`config.mk`:
```
export PLATFORM = sky130hd
export DESIGN_NAME = aes_hmac_out_collector_flat
export DESIGN_NICKNAME = d
export VERILOG_FILES = /design/src/rtl/aes_hmac_out_collector_if.sv /design/src/rtl/aes_hmac_out_collector.sv /design/src/flat_wrapper.sv
export SDC_FILE = /design/constraint.sdc
export NUM_CORES = 2
export LEC_CHECK = 0
export BUFFER_PORTS_ARGS = -buffer_cell sky130_fd_sc_hd__clkbuf_2
export CORE_UTILIZATION = 41
export DETAILED_ROUTE_END_ITERATION = 16
export GPL_ROUTABILITY_DRIVEN = 0
export SKIP_CTS_REPAIR_TIMING = 1
export SLEW_MARGIN = 10
export SYNTH_ARGS = -nofsm -noshare
export SYNTH_HDL_FRONTEND = slang
export SYNTH_SLANG_ARGS = --single-unit
```
`constraint.sdc`:
```
create_clock -name clk -period 2.75 [get_ports clk]
set_input_delay 0.55 -clock clk [delete_from_list [all_inputs] [get_ports clk]]
set_output_delay 0.55 -clock clk [all_outputs]
set_load 0.03 [all_outputs]
```
`src/rtl/aes_hmac_out_collector_if.sv`:
```
// Byte-stream in / frame-out bundle between the AES+HMAC core output and the host consumer.
interface aes_hmac_out_collector_if #(
  parameter int unsigned CIPHER_BYTES = 16,
  parameter int unsigned TAG_BYTES    = 32
);

  logic [7:0]                s_data;
  logic                      s_valid;
  logic [8*CIPHER_BYTES-1:0] m_cipher;
  logic [8*TAG_BYTES-1:0]    m_tag;
  logic                      m_valid;
  logic                      m_ready;
  logic                      err_len;
  logic                      err_ovf;
  logic                      err_timeout;
  logic                      busy;

  // Source side: drives the byte stream and the consumer ready
  modport master (
    output s_data, s_valid, m_ready,
    input  m_cipher, m_tag, m_valid, err_len, err_ovf, err_timeout, busy
  );

  // Collector side
  modport slave (
    input  s_data, s_valid, m_ready,
    output m_cipher, m_tag, m_valid, err_len, err_ovf, err_timeout, busy
  );

endinterface

```
`src/rtl/aes_hmac_out_collector.sv`:
```
// Reassembles the core's byte-serial ciphertext + MAC bursts into one parallel frame.
// The core cannot stall, so completed frames are double-buffered and overruns are flagged.
module aes_hmac_out_collector #(
  parameter int unsigned CIPHER_BYTES = 16,
  parameter int unsigned TAG_BYTES    = 32,
  parameter int unsigned GAP_MAX      = 255
) (
  input  logic                      clk,
  input  logic                      rst_n,
  aes_hmac_out_collector_if.slave   bus
);

  localparam int unsigned CB_W  = $clog2(CIPHER_BYTES);
  localparam int unsigned TB_W  = $clog2(TAG_BYTES);
  localparam int unsigned CNT_W = (TB_W > CB_W) ? TB_W : CB_W;
  localparam int unsigned GAP_W = $clog2(GAP_MAX + 1);

  typedef enum logic [2:0] {
    IDLE,
    CIPH,
    GAP,
    TAG,
    DRAIN
  } state_t;

  state_t                         state;
  logic [CNT_W-1:0]               cnt;
  logic [GAP_W-1:0]               gap_cnt;
  logic [CIPHER_BYTES-1:0][7:0]   work_cipher;
  // Last tag byte goes straight to the output register, never into the work register
  logic [TAG_BYTES-2:0][7:0]      work_tag;

  logic [8*CIPHER_BYTES-1:0]      held_cipher;
  logic [8*TAG_BYTES-1:0]         held_tag;
  logic                           held_valid;
  logic                           len_err;
  logic                           ovf_err;
  logic                           timeout_err;

  logic                           frame_done_c;
  logic [8*TAG_BYTES-1:0]         tag_full_c;

  assign frame_done_c = (state == TAG) && bus.s_valid &&
                        (cnt == CNT_W'(TAG_BYTES - 1));
  assign tag_full_c   = {bus.s_data, work_tag};

  // Burst-tracking FSM, work register and output double buffer
  always_ff @(posedge clk) begin
    if (!rst_n) begin
      state       <= IDLE;
      cnt         <= '0;
      gap_cnt     <= '0;
      work_cipher <= '0;
      work_tag    <= '0;
      held_cipher <= '0;
      held_tag    <= '0;
      held_valid  <= 1'b0;
      len_err     <= 1'b0;
      ovf_err     <= 1'b0;
      timeout_err <= 1'b0;
    end else begin
      len_err     <= 1'b0;
      ovf_err     <= 1'b0;
      timeout_err <= 1'b0;

      case (state)
        IDLE: begin
          if (bus.s_valid) begin
            work_cipher[0] <= bus.s_data;
            cnt            <= CNT_W'(1);
            state          <= CIPH;
          end
        end

        CIPH: begin
          if (bus.s_valid) begin
            work_cipher[cnt[CB_W-1:0]] <= bus.s_data;
            if (cnt == CNT_W'(CIPHER_BYTES - 1)) begin
              cnt     <= '0;
              gap_cnt <= '0;
              state   <= GAP;
            end else begin
              cnt <= cnt + CNT_W'(1);
            end
          end else begin
            len_err <= 1'b1;
            cnt     <= '0;
            state   <= IDLE;
          end
        end

        GAP: begin
          if (bus.s_valid) begin
            // A byte with no gap at all means the cipher burst ran long
            if (gap_cnt == '0) begin
              len_err <= 1'b1;
              state   <= DRAIN;
            end else begin
              work_tag[0] <= bus.s_data;
              cnt         <= CNT_W'(1);
              state       <= TAG;
            end
          end else if (gap_cnt == GAP_W'(GAP_MAX - 1)) begin
            timeout_err <= 1'b1;
            gap_cnt     <= GAP_W'(GAP_MAX);
            state       <= IDLE;
          end else if (gap_cnt != GAP_W'(GAP_MAX)) begin
            gap_cnt <= gap_cnt + GAP_W'(1);
          end
        end

        TAG: begin
          if (bus.s_valid) begin
            if (cnt == CNT_W'(TAG_BYTES - 1)) begin
              cnt   <= '0;
              state <= IDLE;
            end else begin
              work_tag[cnt[TB_W-1:0]] <= bus.s_data;
              cnt                     <= cnt + CNT_W'(1);
            end
          end else begin
            len_err <= 1'b1;
            cnt     <= '0;
            state   <= IDLE;
          end
        end

        DRAIN: begin
          if (!bus.s_valid) begin
            state <= IDLE;
          end
        end

        default: state <= IDLE;
      endcase

      // Load on completion if the holding register is free or being drained this edge
      if (frame_done_c) begin
        if (!held_valid || bus.m_ready) begin
          held_cipher <= work_cipher;
          held_tag    <= tag_full_c;
          held_valid  <= 1'b1;
        end else begin
          ovf_err <= 1'b1;
        end
      end else if (held_valid && bus.m_ready) begin
        held_valid <= 1'b0;
      end
    end
  end

  assign bus.m_cipher    = held_cipher;
  assign bus.m_tag       = held_tag;
  assign bus.m_valid     = held_valid;
  assign bus.err_len     = len_err;
  assign bus.err_ovf     = ovf_err;
  assign bus.err_timeout = timeout_err;
  assign bus.busy        = (state != IDLE);

endmodule

```
`src/flat_wrapper.sv`:
```
// flat-port wrapper written by rule: the top's interface ports become plain ports
module aes_hmac_out_collector_flat 
#(
  parameter int unsigned CIPHER_BYTES = 16,
  parameter int unsigned TAG_BYTES    = 32,
  parameter int unsigned GAP_MAX      = 255
)
  (clk, rst_n, bus_s_data, bus_s_valid, bus_m_ready, bus_m_cipher, bus_m_tag, bus_m_valid, bus_err_len, bus_err_ovf, bus_err_timeout, bus_busy);
  aes_hmac_out_collector_if #(.CIPHER_BYTES(CIPHER_BYTES), .TAG_BYTES(TAG_BYTES)) bus_i ();
  input  logic clk;
  input  logic rst_n;
  input wire logic [$bits(bus_i.s_data)-1:0] bus_s_data;
  input wire logic [$bits(bus_i.s_valid)-1:0] bus_s_valid;
  input wire logic [$bits(bus_i.m_ready)-1:0] bus_m_ready;
  output wire logic [$bits(bus_i.m_cipher)-1:0] bus_m_cipher;
  output wire logic [$bits(bus_i.m_tag)-1:0] bus_m_tag;
  output wire logic [$bits(bus_i.m_valid)-1:0] bus_m_valid;
  output wire logic [$bits(bus_i.err_len)-1:0] bus_err_len;
  output wire logic [$bits(bus_i.err_ovf)-1:0] bus_err_ovf;
  output wire logic [$bits(bus_i.err_timeout)-1:0] bus_err_timeout;
  output wire logic [$bits(bus_i.busy)-1:0] bus_busy;
  assign bus_i.s_data = bus_s_data;
  assign bus_i.s_valid = bus_s_valid;
  assign bus_i.m_ready = bus_m_ready;
  assign bus_m_cipher = bus_i.m_cipher;
  assign bus_m_tag = bus_i.m_tag;
  assign bus_m_valid = bus_i.m_valid;
  assign bus_err_len = bus_i.err_len;
  assign bus_err_ovf = bus_i.err_ovf;
  assign bus_err_timeout = bus_i.err_timeout;
  assign bus_busy = bus_i.busy;
  aes_hmac_out_collector #(.CIPHER_BYTES(CIPHER_BYTES), .TAG_BYTES(TAG_BYTES), .GAP_MAX(GAP_MAX)) u_core (.clk(clk), .rst_n(rst_n), .bus(bus_i));
endmodule
```
==> impl_metrics.tcl <==
set metrics [dict create \
    hp-class "in -> reg" \
    drive_gt1_share_pct 19.5 \
    grt_max_degree 99 \
    path_delay_family "buffers and inverters" \
    hpwl_mm 48.6 \
    mostFrequentLayoutCells "nand2_1, dfxtp_1, clkbuf_2" \
    cts_sinks 780 \
    synth_cell_types 53 \
    utilization_pct 50.9 \
    final_common_cell "nand2_1" \
    r2r_slack_ps 430 \
    leakage_uw 0.0134 \
    hold_slack_ps 404 \
    dp.cells 4273 \
    rows 95 \
    insertion_delay_ps 610 \
    synth_xor_area_share_pct 0 \
    postSynthCellCount 3151 \
    synth_top_family_by_area "simple AND/OR/NAND/NOR gates" \
    grt_pass1_vias 20579 \
    timing.fmax_mhz 431 \
    drt-total-wl_mm 78.3 \
    worstHoldPathCells 3 \
    r2r_cells 9 \
    routed_via_density 5.02 \
    drt_pass1_iterations 5 \
    hold_end "u_core.cnt[4]" \
    path_buf_inv 3 \
    cpPeakStageDelay_ps 360 \
    path_cells "buf_4 > nor3_1 > inv_1 > clkbuf_2" \
    grt_pass1_wl_mm 120 \
    rsz0062_at_grt "no" \
    synth-simple-area-share_pct 18.7 \
    synth-edff-count 0 \
    synthMuxAreaShare_pct 13.4 \
    dieArea_um2 69700 \
    slowest_stage "nor3_1" \
    crit_required_ps 2200 \
    r2r-end "u_core.bus.m_cipher[37]" \
    powerDensity_nw_per_um2 674 \
    hold_violations 0 \
    synth_fa_ha_area_share_pct 0.444 \
    clk_pin_slew_ps 60 \
    fin_ws_ps 427 \
    cap_violations 0 \
    setup_viol 0 \
    ios 401 \
    ant_nets 0 \
    grt_usage_pct 21.8 \
    start_util_pct 41.7 \
    relSlewSlack_pct 39.3 \
    htreeDepth 3 \
    overflow 0 \
    worstHoldStart "bus_s_valid" \
    synth_seq_area_share_pct 55.5 \
    synth_area_per_cell_um2 8.94 \
    synth_area_um2 28200 \
    crit_fanout 17 \
    fin_tns_setup_ps 0 \
    synth_compound_area_share_pct 8.04 \
    clock_skew_ps 14.7 \
    peakVddDrop_mv 0.370 \
    startpoint "u_core.state[2]" \
    wl_per_cell_um 17.7 \
    core_area_um2 67500 \
    period_share_pct 84.5 \
    areaGrowthSynthToFinish_pct 22.0 \
    final_nets 3506 \
    cp-end-kind "output pin" \
    status "finished, final reports clean" \
    cts-root-buf "clkbuf_16" \
    critPathKind "reg -> out" \
    die_h_um 264 \
    drc_errors 0 \
    stdcell_count 4416 \
    cts_tree "done" \
    pre_cts_ws_ps 447 \
    synth_nets 3173 \
    vias 22161 \
    critPathLaunchType "flip-flop" \
    timing.rr.start "u_core.cnt[1]" \
    ys_ff_latch 780 \
    async_flop_share_pct 0 \
    ys.flop_type "dfxtp_1" \
    arrival_ps 1770 \
    portBuffers 400 \
    min_period_ps 2320 \
    clk_path_buf_depth 3 \
    worst_slew_pin_slew_ps 911 \
    slew_violations 0 \
    yosys_warnings 0 \
    grt_antenna_before_repair 1 \
    cts_buffers 82 \
    dieWidth_um 264 \
    drt_iter0_drc 1536 \
]
==> layer usage <==
metal	GRT usage [%]	vias to the layer above	share of wire [%]
met2	33.9	557	45
met3	3.62	95	4.8
li1	-	11030	-
met1	30.9	10479	48
met4	6.32	0	2.1
met5	0	-	0
==> state kept, by name, summed over array words and instances (netlist names) <==
name / count
u_core.bus.err_ovf: 1
u_core.state: 3
u_core.bus.m_cipher: 128
u_core.bus.m_valid: 1
u_core.bus.err_timeout: 1
u_core.bus.m_tag: 256
u_core.work_cipher: 128
u_core.cnt: 5
u_core.tag_full_c: 248
u_core.gap_cnt: 8
u_core.bus.err_len: 1
==> through the flow <==
step                total power [µW]  instance area, µm²
CTS                            23400               34400
floorplan                      12100               28200
global placement               12400               31700
finish                         23200               34400
detailed placement             12400               31700
global route                   24000               34400
==> tightest hold or removal path, delay by kind of cell <==
| kind | cells | cell delay (ps) |
|---|---|---|
| buffers and inverters | 1 | 220 |
| AO/OA/AOI/OAI | 1 | 130 |
| AND/OR/NAND/NOR | 1 | 80 |
==> power breakdown <==
group / leakage [µW] / switching (µW) / internal [µW]
clock: 0.00130 / 4500 / 6510
sequential: 0.00628 / 19.5 / 11300
combinational: 0.00585 / 566 / 230
total: 0.0134 / 5090 / 18100
==> worst max-delay path by stage <==
stage / end / cells past startpoint
detailed placement: u_core.bus.m_tag[116] / 9
CTS: bus_busy / 4
global route: u_core.bus.m_cipher[95] / 9
global placement: u_core.work_cipher[32] / 6
floorplan: u_core.tag_full_c[120] / 9
finish: bus_busy / 4
==> layout make-up <==
type                            instances  area (µm²)
Fill cell                            6488       33200
Sequential cell                       780       15600
Multi-Input combinational cell       2093       11600
Timing Repair Buffer                  517        3330
Clock buffer                          121        2360
Tap cell                              873        1090
Clock inverter                         21         309
Inverter                               10        45.0
Antenna cell                            1        2.50
==> Yosys cell counts (2+ instances only) <==
library cell | n | share of area (%)
inv_1 | 9 | 0.12
nand2_1 | 791 | 11
nand4b_1 | 2 | 0.062
ha_1 | 10 | 0.44
buf_1 | 22 | 0.29
clkbuf_1 | 189 | 2.5
nor3b_1 | 3 | 0.080
nor4_1 | 4 | 0.089
a31oi_1 | 5 | 0.11
buf_4 | 3 | 0.080
or3b_2 | 4 | 0.12
o211ai_1 | 2 | 0.053
and3_1 | 4 | 0.089
nor4b_1 | 25 | 0.78
a211oi_1 | 2 | 0.053
dfxtp_1 | 780 | 55
nand4_1 | 5 | 0.11
nor3_4 | 8 | 0.46
or2_2 | 3 | 0.067
a21oi_1 | 393 | 7.0
a311oi_1 | 4 | 0.12
or3_1 | 3 | 0.067
mux2i_1 | 377 | 13
o31a_1 | 2 | 0.062
o21ai_0 | 11 | 0.20
nand2b_1 | 5 | 0.11
nor2_1 | 378 | 5.0
nand3_2 | 8 | 0.28
nand3b_1 | 3 | 0.080
nand3_1 | 12 | 0.21
buf_2 | 54 | 0.96
nor3_1 | 6 | 0.11
nor2b_1 | 4 | 0.089
==> kinds of logic (layout without fill, tap and decap cells) <==
| kind of cell | after synthesis | count (layout) |
|---|---|---|
| and+or+nand+nor | 1275 | 1275 |
| adders and majority gates | 10 | 10 |
| buffers and inverters | 278 | 669 |
| muxes | 377 | 377 |
| AOI/OAI and AO/OA | 431 | 431 |
| other | 0 | 1 |
| DFF | 780 | 780 |
Note: power is estimated with default switching activity, not from simulation.
